$ cat src/rtl/eth_clk_pkg.sv
// Shared definitions for the MAC forwarded-clock path: divider FSM encoding and
// the standard half-period divisors for a 125 MHz source clock.
package eth_clk_pkg;

  typedef enum logic [1:0] {
    IDLE     = 2'd0,
    RUN      = 2'd1,
    STOPPING = 2'd2
  } clk_state_e;

  localparam logic [1:0] ST_IDLE     = IDLE;
  localparam logic [1:0] ST_RUN      = RUN;
  localparam logic [1:0] ST_STOPPING = STOPPING;

  // Half-periods (in clk_i half-cycles) for 1000 / 100 / 10 Mb/s line rates
  localparam int HALF_GIG  = 1;
  localparam int HALF_FAST = 5;
  localparam int HALF_TEN  = 50;

endpackage

$ cat src/rtl/oddr_clock_phase_gen.sv
// Half-slot phase arithmetic for the DDR clock generator: turns the current even
// phase and half-period H into a (rise, fall) level pair, next phase and wrap flag.
module oddr_clock_phase_gen #(
  parameter int div_width_p = 8
) (
  input  logic [div_width_p:0]   ph,
  input  logic [div_width_p-1:0] half_period,
  output logic [1:0]             slot_pair,
  output logic [div_width_p:0]   ph_next,
  output logic                   wrap
);

  localparam int AW = div_width_p + 2;

  logic [AW-1:0] ph_ext;
  logic [AW-1:0] two_h;
  logic [AW-1:0] ph_plus2;

  assign ph_ext   = {1'b0, ph};
  assign two_h    = {1'b0, half_period, 1'b0};
  assign ph_plus2 = ph_ext + AW'(2);
  assign wrap     = (ph_plus2 >= two_h);

  // ph is even and never exceeds 2H-2, so a wrap always lands exactly on zero
  assign ph_next = wrap ? '0 : ph_plus2[div_width_p:0];

  genvar gi;
  generate
    for (gi = 0; gi < 2; gi++) begin : g_slot
      logic [AW-1:0] slot_idx;
      assign slot_idx      = ph_ext + AW'(gi);
      assign slot_pair[gi] = (slot_idx < {2'b00, half_period});
    end
  endgenerate

endmodule

$ cat src/rtl/oddr_clock_divider_ddr.sv
// Programmable 50%-duty forwarded-clock generator emitting DDR slot pairs for an ODDR.
// Divisor changes and enable/disable take effect only at output period boundaries.
module oddr_clock_divider_ddr
  import eth_clk_pkg::*;
#(
  parameter int div_width_p = 8,
  parameter int init_div_p  = 1
) (
  input  logic                   clk_i,
  input  logic                   reset_n_i,
  input  logic                   en_i,
  input  logic                   div_v_i,
  input  logic [div_width_p-1:0] div_i,
  output logic                   div_ready_o,
  output logic [1:0]             ddr_o,
  output logic                   period_start_o,
  output logic                   running_o
);

  localparam logic [div_width_p-1:0] INIT_H =
    (init_div_p < 1) ? div_width_p'(1) : div_width_p'(init_div_p);

  logic [1:0]             state_reg, state_next;
  logic [div_width_p:0]   ph_reg, ph_next;
  logic [div_width_p-1:0] h_active_reg, h_active_next;
  logic [div_width_p-1:0] h_pend_reg, h_pend_next;
  logic                   pend_valid_reg, pend_valid_next;
  logic [1:0]             ddr_reg, ddr_next;
  logic                   start_reg, start_next;
  logic                   running_reg, running_next;

  logic [1:0]             slot_pair;
  logic [div_width_p:0]   ph_adv;
  logic                   wrap;
  logic                   accept;
  logic [div_width_p-1:0] div_clamped;

  oddr_clock_phase_gen #(
    .div_width_p (div_width_p)
  ) u_phase_gen (
    .ph          (ph_reg),
    .half_period (h_active_reg),
    .slot_pair   (slot_pair),
    .ph_next     (ph_adv),
    .wrap        (wrap)
  );

  assign accept      = div_v_i & ~pend_valid_reg;
  assign div_clamped = (div_i == '0) ? div_width_p'(1) : div_i;

  always_comb begin
    state_next      = state_reg;
    ph_next         = ph_reg;
    h_active_next   = h_active_reg;
    h_pend_next     = h_pend_reg;
    pend_valid_next = pend_valid_reg;
    ddr_next        = 2'b00;
    start_next      = 1'b0;
    running_next    = 1'b0;

    if (state_reg == ST_IDLE) begin
      ph_next = '0;
      // Output is parked, so a new divisor can go straight into use
      if (accept) begin
        h_active_next = div_clamped;
      end else if (pend_valid_reg) begin
        h_active_next   = h_pend_reg;
        pend_valid_next = 1'b0;
      end
      if (en_i) begin
        state_next = ST_RUN;
      end
    end else begin
      ddr_next     = slot_pair;
      start_next   = (ph_reg == '0);
      running_next = 1'b1;
      ph_next      = ph_adv;
      if (accept) begin
        h_pend_next     = div_clamped;
        pend_valid_next = 1'b1;
      end
      if (wrap) begin
        if (pend_valid_reg) begin
          h_active_next   = h_pend_reg;
          pend_valid_next = 1'b0;
        end
        state_next = en_i ? ST_RUN : ST_IDLE;
      end else begin
        state_next = en_i ? ST_RUN : ST_STOPPING;
      end
    end
  end

  always_ff @(posedge clk_i or negedge reset_n_i) begin
    if (!reset_n_i) begin
      state_reg      <= ST_IDLE;
      ph_reg         <= '0;
      h_active_reg   <= INIT_H;
      h_pend_reg     <= '0;
      pend_valid_reg <= 1'b0;
      ddr_reg        <= 2'b00;
      start_reg      <= 1'b0;
      running_reg    <= 1'b0;
    end else begin
      state_reg      <= state_next;
      ph_reg         <= ph_next;
      h_active_reg   <= h_active_next;
      h_pend_reg     <= h_pend_next;
      pend_valid_reg <= pend_valid_next;
      ddr_reg        <= ddr_next;
      start_reg      <= start_next;
      running_reg    <= running_next;
    end
  end

  assign ddr_o          = ddr_reg;
  assign period_start_o = start_reg;
  assign running_o      = running_reg;
  assign div_ready_o    = ~pend_valid_reg;

endmodule
$ cat config.mk
export PLATFORM = sky130hd
export DESIGN_NAME = oddr_clock_divider_ddr
export DESIGN_NICKNAME = d
export VERILOG_FILES = /design/src/rtl/eth_clk_pkg.sv /design/src/rtl/oddr_clock_phase_gen.sv /design/src/rtl/oddr_clock_divider_ddr.sv
export SDC_FILE = /design/constraint.sdc
export NUM_CORES = 1
export LEC_CHECK = 0
export CAP_MARGIN = 20
export CORE_AREA = 2 2 54 76
export CTS_CLUSTER_DIAMETER = 50
export CTS_CLUSTER_SIZE = 24
export DETAILED_ROUTE_END_ITERATION = 8
export DIE_AREA = 0 0 56 78
export MAX_ROUTING_LAYER = met4
export PLACE_DENSITY_LB_ADDON = 0.12
export SYNTH_ARGS = -nofsm -noshare
export SYNTH_HDL_FRONTEND = slang
export SYNTH_SLANG_ARGS = --single-unit
export TNS_END_PERCENT = 10
$ cat constraint.sdc
create_clock -name clk_i -period 2.2 [get_ports clk_i]
set_clock_uncertainty 0.1 [all_clocks]
set_input_delay 0.33 -clock clk_i [delete_from_list [all_inputs] [get_ports clk_i]]
set_output_delay 0.33 -clock clk_i [all_outputs]
set_load 0.05 [all_outputs]
==> results_dict.tcl, run 1 <==
set metrics [dict create \
    htreeDepth 2 \
    area_growth_pct 34.4 \
    multi_input_area_um2 1100 \
    crit_top_cell "ha_4" \
    drtIter0Drc 17 \
    switchingPower_uw 955 \
    cts.reportedPaths.clkPinSlew_ps 60 \
    vias_per_cell 5.70 \
    end_kind "flop" \
    ios 17 \
    num_vias 1392 \
    final_cell_mix "dfrtp_1, buf_4, ha_1, clkdlybuf4s50_1, inv_1" \
    crit_family "compound AO/OA/AOI/OAI gates" \
    period_share_pct 108 \
    relSlewSlack_pct 67.1 \
    hold_buffers 0 \
    r2r-end "h_active_reg[5]" \
    core_area_um2 3640 \
    async_reset_ff_share_pct 100 \
    synth_compound_area_share_pct 17.2 \
    hp-class "primary input to async pin" \
    final-seq-area_um2 779 \
    io_buffers 16 \
    cp.buffers_inverters 1 \
    p_leak_uw 0.00117 \
    synth_flop_cell "dfrtp_1" \
    ys_types 37 \
    crit-reg2reg-launch "ph_reg[2]" \
    grt_antenna_before_repair 0 \
    place_ws_ps -156 \
    nNetsFinal 237 \
    grt_first_pass_wirelength_mm 6.57 \
    hpwl_mm 2.94 \
    arrival_ps 2470 \
    n_antenna_cell 0 \
    syn_avg_cell_area_um2 10.9 \
    p_clk_share_pct 19.0 \
    firstDrtPassIters 4 \
    path_max_fanout 8 \
    p_total_uw 2590 \
    p_per_area_nw_per_um2 1070 \
    violations "setup timing" \
    synth-simple-area-share_pct 10.9 \
    clockBufferDepth 2 \
    critPathKind "flop to flop" \
    synth_nets 200 \
    grt.total_usage_pct 20.2 \
    start_util_pct 49.2 \
    synth_adder_area_share_pct 16.7 \
    worst-slew-pin-transition_ps 491 \
    dieHeight_um 78 \
    synth_top_family_by_area "compound AO/OA/AOI/OAI gates" \
    grt_overflow 0 \
    yosysWarnings 0 \
    cp_slowest_cell "dfrtp_2" \
    drc_errors 0 \
    critPathMaxStageDelay_ps 450 \
    grt_max_degree 32 \
    fill_cells 299 \
    max_freq_mhz 422 \
    regToRegSetupSlack_ps -170 \
    mostFrequentLayoutCell "dfrtp_1" \
    fin_crit_ps 2370 \
    cp_data_required_time_ps 2310 \
    syn_inst 164 \
    cap_violations 0 \
    comb_power_share_pct 47.0 \
    die_x_um 56 \
    root_buffer "clkbuf_8" \
    rows 26 \
    cts_buffers 5 \
    cts_tree "yes" \
    synth_xor_area_share_pct 2.93 \
    yosysSeqAreaShare_pct 43.3 \
    hold_viol_final 0 \
    cts_sinks 31 \
    wl_per_cell_um 16.6 \
    reg2reg_depth 9 \
    crit_chain "ha_4, buf_6, xor2_4, ha_4, o21ai_2, o21a_1, o211ai_2, a21boi_4, a2bb2oi_2" \
    synth_mux_area_share_pct 4.39 \
    maxSlewViolCount 0 \
    dieArea_um2 4370 \
    pwr-share-seq_pct 34.1 \
    syn_area_um2 1790 \
    status "finished, violations left" \
    setup_ws_ps -168 \
    clock_latency_ps 280 \
    power.internal_uw 1630 \
    cp-start-kind "flop" \
    rsz0062_at_grt "yes" \
    setup_violations 14 \
    grt_pass1_vias 1502 \
    gp_congestion 0.776 \
    drive_gt1_share_pct 34.2 \
    wl_mm 4.04 \
    ys_ff_latch 31 \
    ir_worst_vdd_v 0.000811 \
    synth_edf_count 0 \
    ant_nets 0 \
    switching_share_pct 36.9 \
]
## power groups by stage
stage	clock network, uW	logic, uW	registers, uW
2_1_floorplan	0	635	906
3_3_place_gp	0	996	859
3_5_place_dp	0	1030	865
4_1_cts	496	1100	864
5_1_grt	530	1330	904
6_report	491	1220	883
## per-layer routing
layer / global-route usage, % / vias up / wire length, um
li1: - / 667 / -
met1: 20.1 / 691 / 1580
met2: 37.9 / 25 / 2270
met3: 4.33 / 9 / 112
met4: 6.90 / 0 / 73
met5: - / - / 0
## through the flow
stage	cell area (um2)	util (%)	instances	hold slack, ps	setup TNS (ps)
2_1_floorplan	1810	-	164	-65.6	-1050
3_3_place_gp	2130	58.5	233	392	-1090
3_5_place_dp	2130	58.5	233	401	-1930
4_1_cts	2310	63.5	242	359	-1380
5_1_grt	2410	66.2	244	382	-3170
6_report	2410	66.2	244	344	-1590
## layout make-up
| class | instances | share of cell area (%) |
|---|---|---|
| Sequential cell | 31 | 32.3 |
| Inverter | 12 | 1.87 |
| Tap cell | 42 | 2.18 |
| Clock buffer | 8 | 4.15 |
| Timing Repair Buffer | 39 | 14.0 |
| Multi-Input combinational cell | 112 | 45.5 |
## logic make-up (layout without fill, tap and decap cells)
family                     Yosys count  after routing
DFF                                 31             31
muxes                                7              7
xor gates and xnor gates             6              6
adders and majority gates           24             24
buffers and inverters               21             59
AOI/OAI and AO/OA                   40             40
and+or+nand+nor                     35             35
## cells in the mapped netlist (all sizes together) (2+ instances only)
master | count | area (um2)
xnor2 | 4 | 35.0
a21o | 2 | 15.0
ha | 24 | 300
o22ai | 9 | 56.3
a21oi | 4 | 20.0
nor2b | 3 | 18.8
mux2 | 7 | 78.8
clkbuf | 7 | 26.3
inv | 12 | 45.0
o21a | 5 | 37.5
and2b | 5 | 37.5
nand2 | 4 | 15.0
o21ai | 3 | 15.0
a2bb2oi | 7 | 61.3
a211oi | 2 | 20.0
o211ai | 2 | 20.0
nand3 | 4 | 20.0
buf | 2 | 10.0
nor4 | 4 | 25.0
xor2 | 2 | 17.5
dfrtp | 30 | 751
nor2 | 9 | 38.8
nand4 | 2 | 12.5
## repair_timing
item,4_1_cts,5_1_grt
setup buffers,2,2
setup endpoints to repair,18,18
pin swaps,10,7
endpoints found under the hold margin,0,0
gates resized for setup,12,15
## worst max-delay path by stage
stage / cells past startpoint / endpoint / start
3_3_place_gp: 9 / h_active_reg[1] / ph_reg[2]
2_1_floorplan: 9 / h_active_reg[0] / ph_reg[2]
3_5_place_dp: 9 / h_active_reg[0] / ph_reg[2]
4_1_cts: 9 / h_active_reg[3] / ph_reg[2]
5_1_grt: 8 / h_active_reg[7] / ph_reg[5]
6_report: 9 / h_active_reg[5] / ph_reg[2]
(Power assumes the default switching activity.)
==> run 2, diff against run 1 <==
--- a/config.mk
+++ b/config.mk
@@ -6,11 +6,11 @@
 export NUM_CORES = 1
 export LEC_CHECK = 0
 export CAP_MARGIN = 20
-export CORE_AREA = 2 2 54 76
+export CORE_AREA = 5 5 57 79
 export CTS_CLUSTER_DIAMETER = 50
 export CTS_CLUSTER_SIZE = 24
 export DETAILED_ROUTE_END_ITERATION = 8
-export DIE_AREA = 0 0 56 78
+export DIE_AREA = 0 0 62 84
 export MAX_ROUTING_LAYER = met4
 export PLACE_DENSITY_LB_ADDON = 0.12
 export SYNTH_ARGS = -nofsm -noshare
==> results_dict.tcl, run 2 (synthesis gave the netlist of run 1 again) <==
set metrics [dict create \
    p_leak_uw 0.00110 \
    fin_crit_ps 2340 \
    start_util_pct 47.4 \
    cts_buffers 5 \
    drive_gt1_share_pct 23.7 \
    ios 17 \
    cts_sinks 31 \
    p_per_area_nw_per_um2 1050 \
    ir_worst_vdd_v 0.000621 \
    critPathMaxStageDelay_ps 410 \
    path_max_fanout 8 \
    violations "setup timing" \
    critPathKind "flop to flop" \
    clockBufferDepth 2 \
    wl_per_cell_um 15.9 \
    die_x_um 62 \
    period_share_pct 106 \
    hp-class "primary input to async pin" \
    relSlewSlack_pct 67.1 \
    final_cell_mix "dfrtp_1, ha_1, buf_4, clkdlybuf4s50_1, inv_1" \
    grt_pass1_vias 1452 \
    n_antenna_cell 0 \
    place_ws_ps -137 \
    crit-reg2reg-launch "ph_reg[2]" \
    mostFrequentLayoutCell "dfrtp_1" \
    area_growth_pct 24.5 \
    drc_errors 0 \
    reg2reg_depth 9 \
    num_vias 1345 \
    hold_buffers 0 \
    worst-slew-pin-transition_ps 492 \
    maxSlewViolCount 0 \
    hpwl_mm 2.98 \
    cp_data_required_time_ps 2300 \
    cap_violations 0 \
    end_kind "flop" \
    fin_area_um2 2230 \
    wl_mm 3.84 \
    grt_first_pass_wirelength_mm 6.52 \
    grt_max_degree 32 \
    root_buffer "clkbuf_8" \
    gp_congestion 0.832 \
    clock_latency_ps 280 \
    io_buffers 16 \
    setup_ws_ps -141 \
    nNetsFinal 233 \
    cts.reportedPaths.clkPinSlew_ps 60 \
    cp_slowest_cell "dfrtp_1" \
    drtIter0Drc 38 \
    place_inst 233 \
    core_area_um2 3780 \
    grt.total_usage_pct 17.3 \
    rsz0062_at_grt "yes" \
    hold_viol_final 0 \
    htreeDepth 2 \
    vias_per_cell 5.58 \
    setup_violations 16 \
    fin_util_pct 59.0 \
    grt_antenna_before_repair 0 \
    max_freq_mhz 427 \
    crit_chain "ha_2, buf_4, xor2_1, ha_1, o21ai_0, o21a_1, o211ai_2, a21boi_4, a2bb2oi_1" \
    rows 27 \
    placed_area_um2 2130 \
    cp-start-kind "flop" \
    firstDrtPassIters 4 \
    ant_nets 0 \
    arrival_ps 2440 \
    grt_overflow 0 \
    cts_tree "yes" \
    dieArea_um2 5210 \
    stdcell_count 241 \
    dieHeight_um 84 \
    crit_start "ph_reg[2]" \
    status "finished, violations left" \
    fin_setup_tns_ps -1780 \
]
## run 2: cell count changes in the layout (fill, tap and decap cells not counted), moves of 3 or more
cell	change
xnor2_1	+3
xnor2_2	-3
a2bb2oi_2	-5
a2bb2oi_1	+5
## run 2: worst max-delay path, delay by kind of cell (launching register included)
| family | cells | cell delay (ps) |
|---|---|---|
| AO/OA/AOI/OAI | 5 | 980 |
| XOR/XNOR | 1 | 150 |
| adder cells (fa/ha/maj) | 2 | 470 |
| buffers and inverters | 1 | 140 |
| flip-flops | 1 | 410 |
## run 2: repair_timing
action                     4_1_cts  5_1_grt
buffers inserted                 0        0
resized for setup                4        0
setup endpoints to repair       18       18
## run 2: final timing paths
kind                              endpoint  slack (ps)
max                        h_active_reg[4]        -140
min                              ph_reg[2]         340
max reg2reg                h_active_reg[4]        -140
min reg2reg                  h_pend_reg[1]         410
max in group asynchronous  h_active_reg[0]        1330
min in group clk_i           h_pend_reg[1]         410
## run 2: report_power, final
group | internal (uW) | leakage (uW) | switching (uW) | total (uW)
combinational | 502 | 0.000694 | 542 | 1040
clock | 221 | 0.0000412 | 213 | 433
sequential | 751 | 0.000369 | 106 | 857
## run 2: per-layer routing
layer	vias to the layer above	GRT usage (%)	share of wire, %
li1	661	-	-
met5	-	-	0
met2	24	27.9	53
met3	11	3.25	3.2
met1	649	19.9	41
met4	0	7.92	3.1
## run 2: metrics by stage
step | total power (uW) | hold WS (ps)
after global placement | 1860 | 392
after CTS | 2370 | 356
after global routing | 2530 | 379
after detailed placement | 1900 | 400
after floorplan | 1540 | -65.6
final | 2330 | 342
## run 2: cell type report
type	count	area (um2)
Clock inverter	2	12.5
Sequential cell	31	778
Timing Repair Buffer	35	300
Multi-Input combinational cell	112	971
Clock buffer	6	72.6
Fill cell	333	1550
Tap cell	43	53.8
Inverter	12	45.0
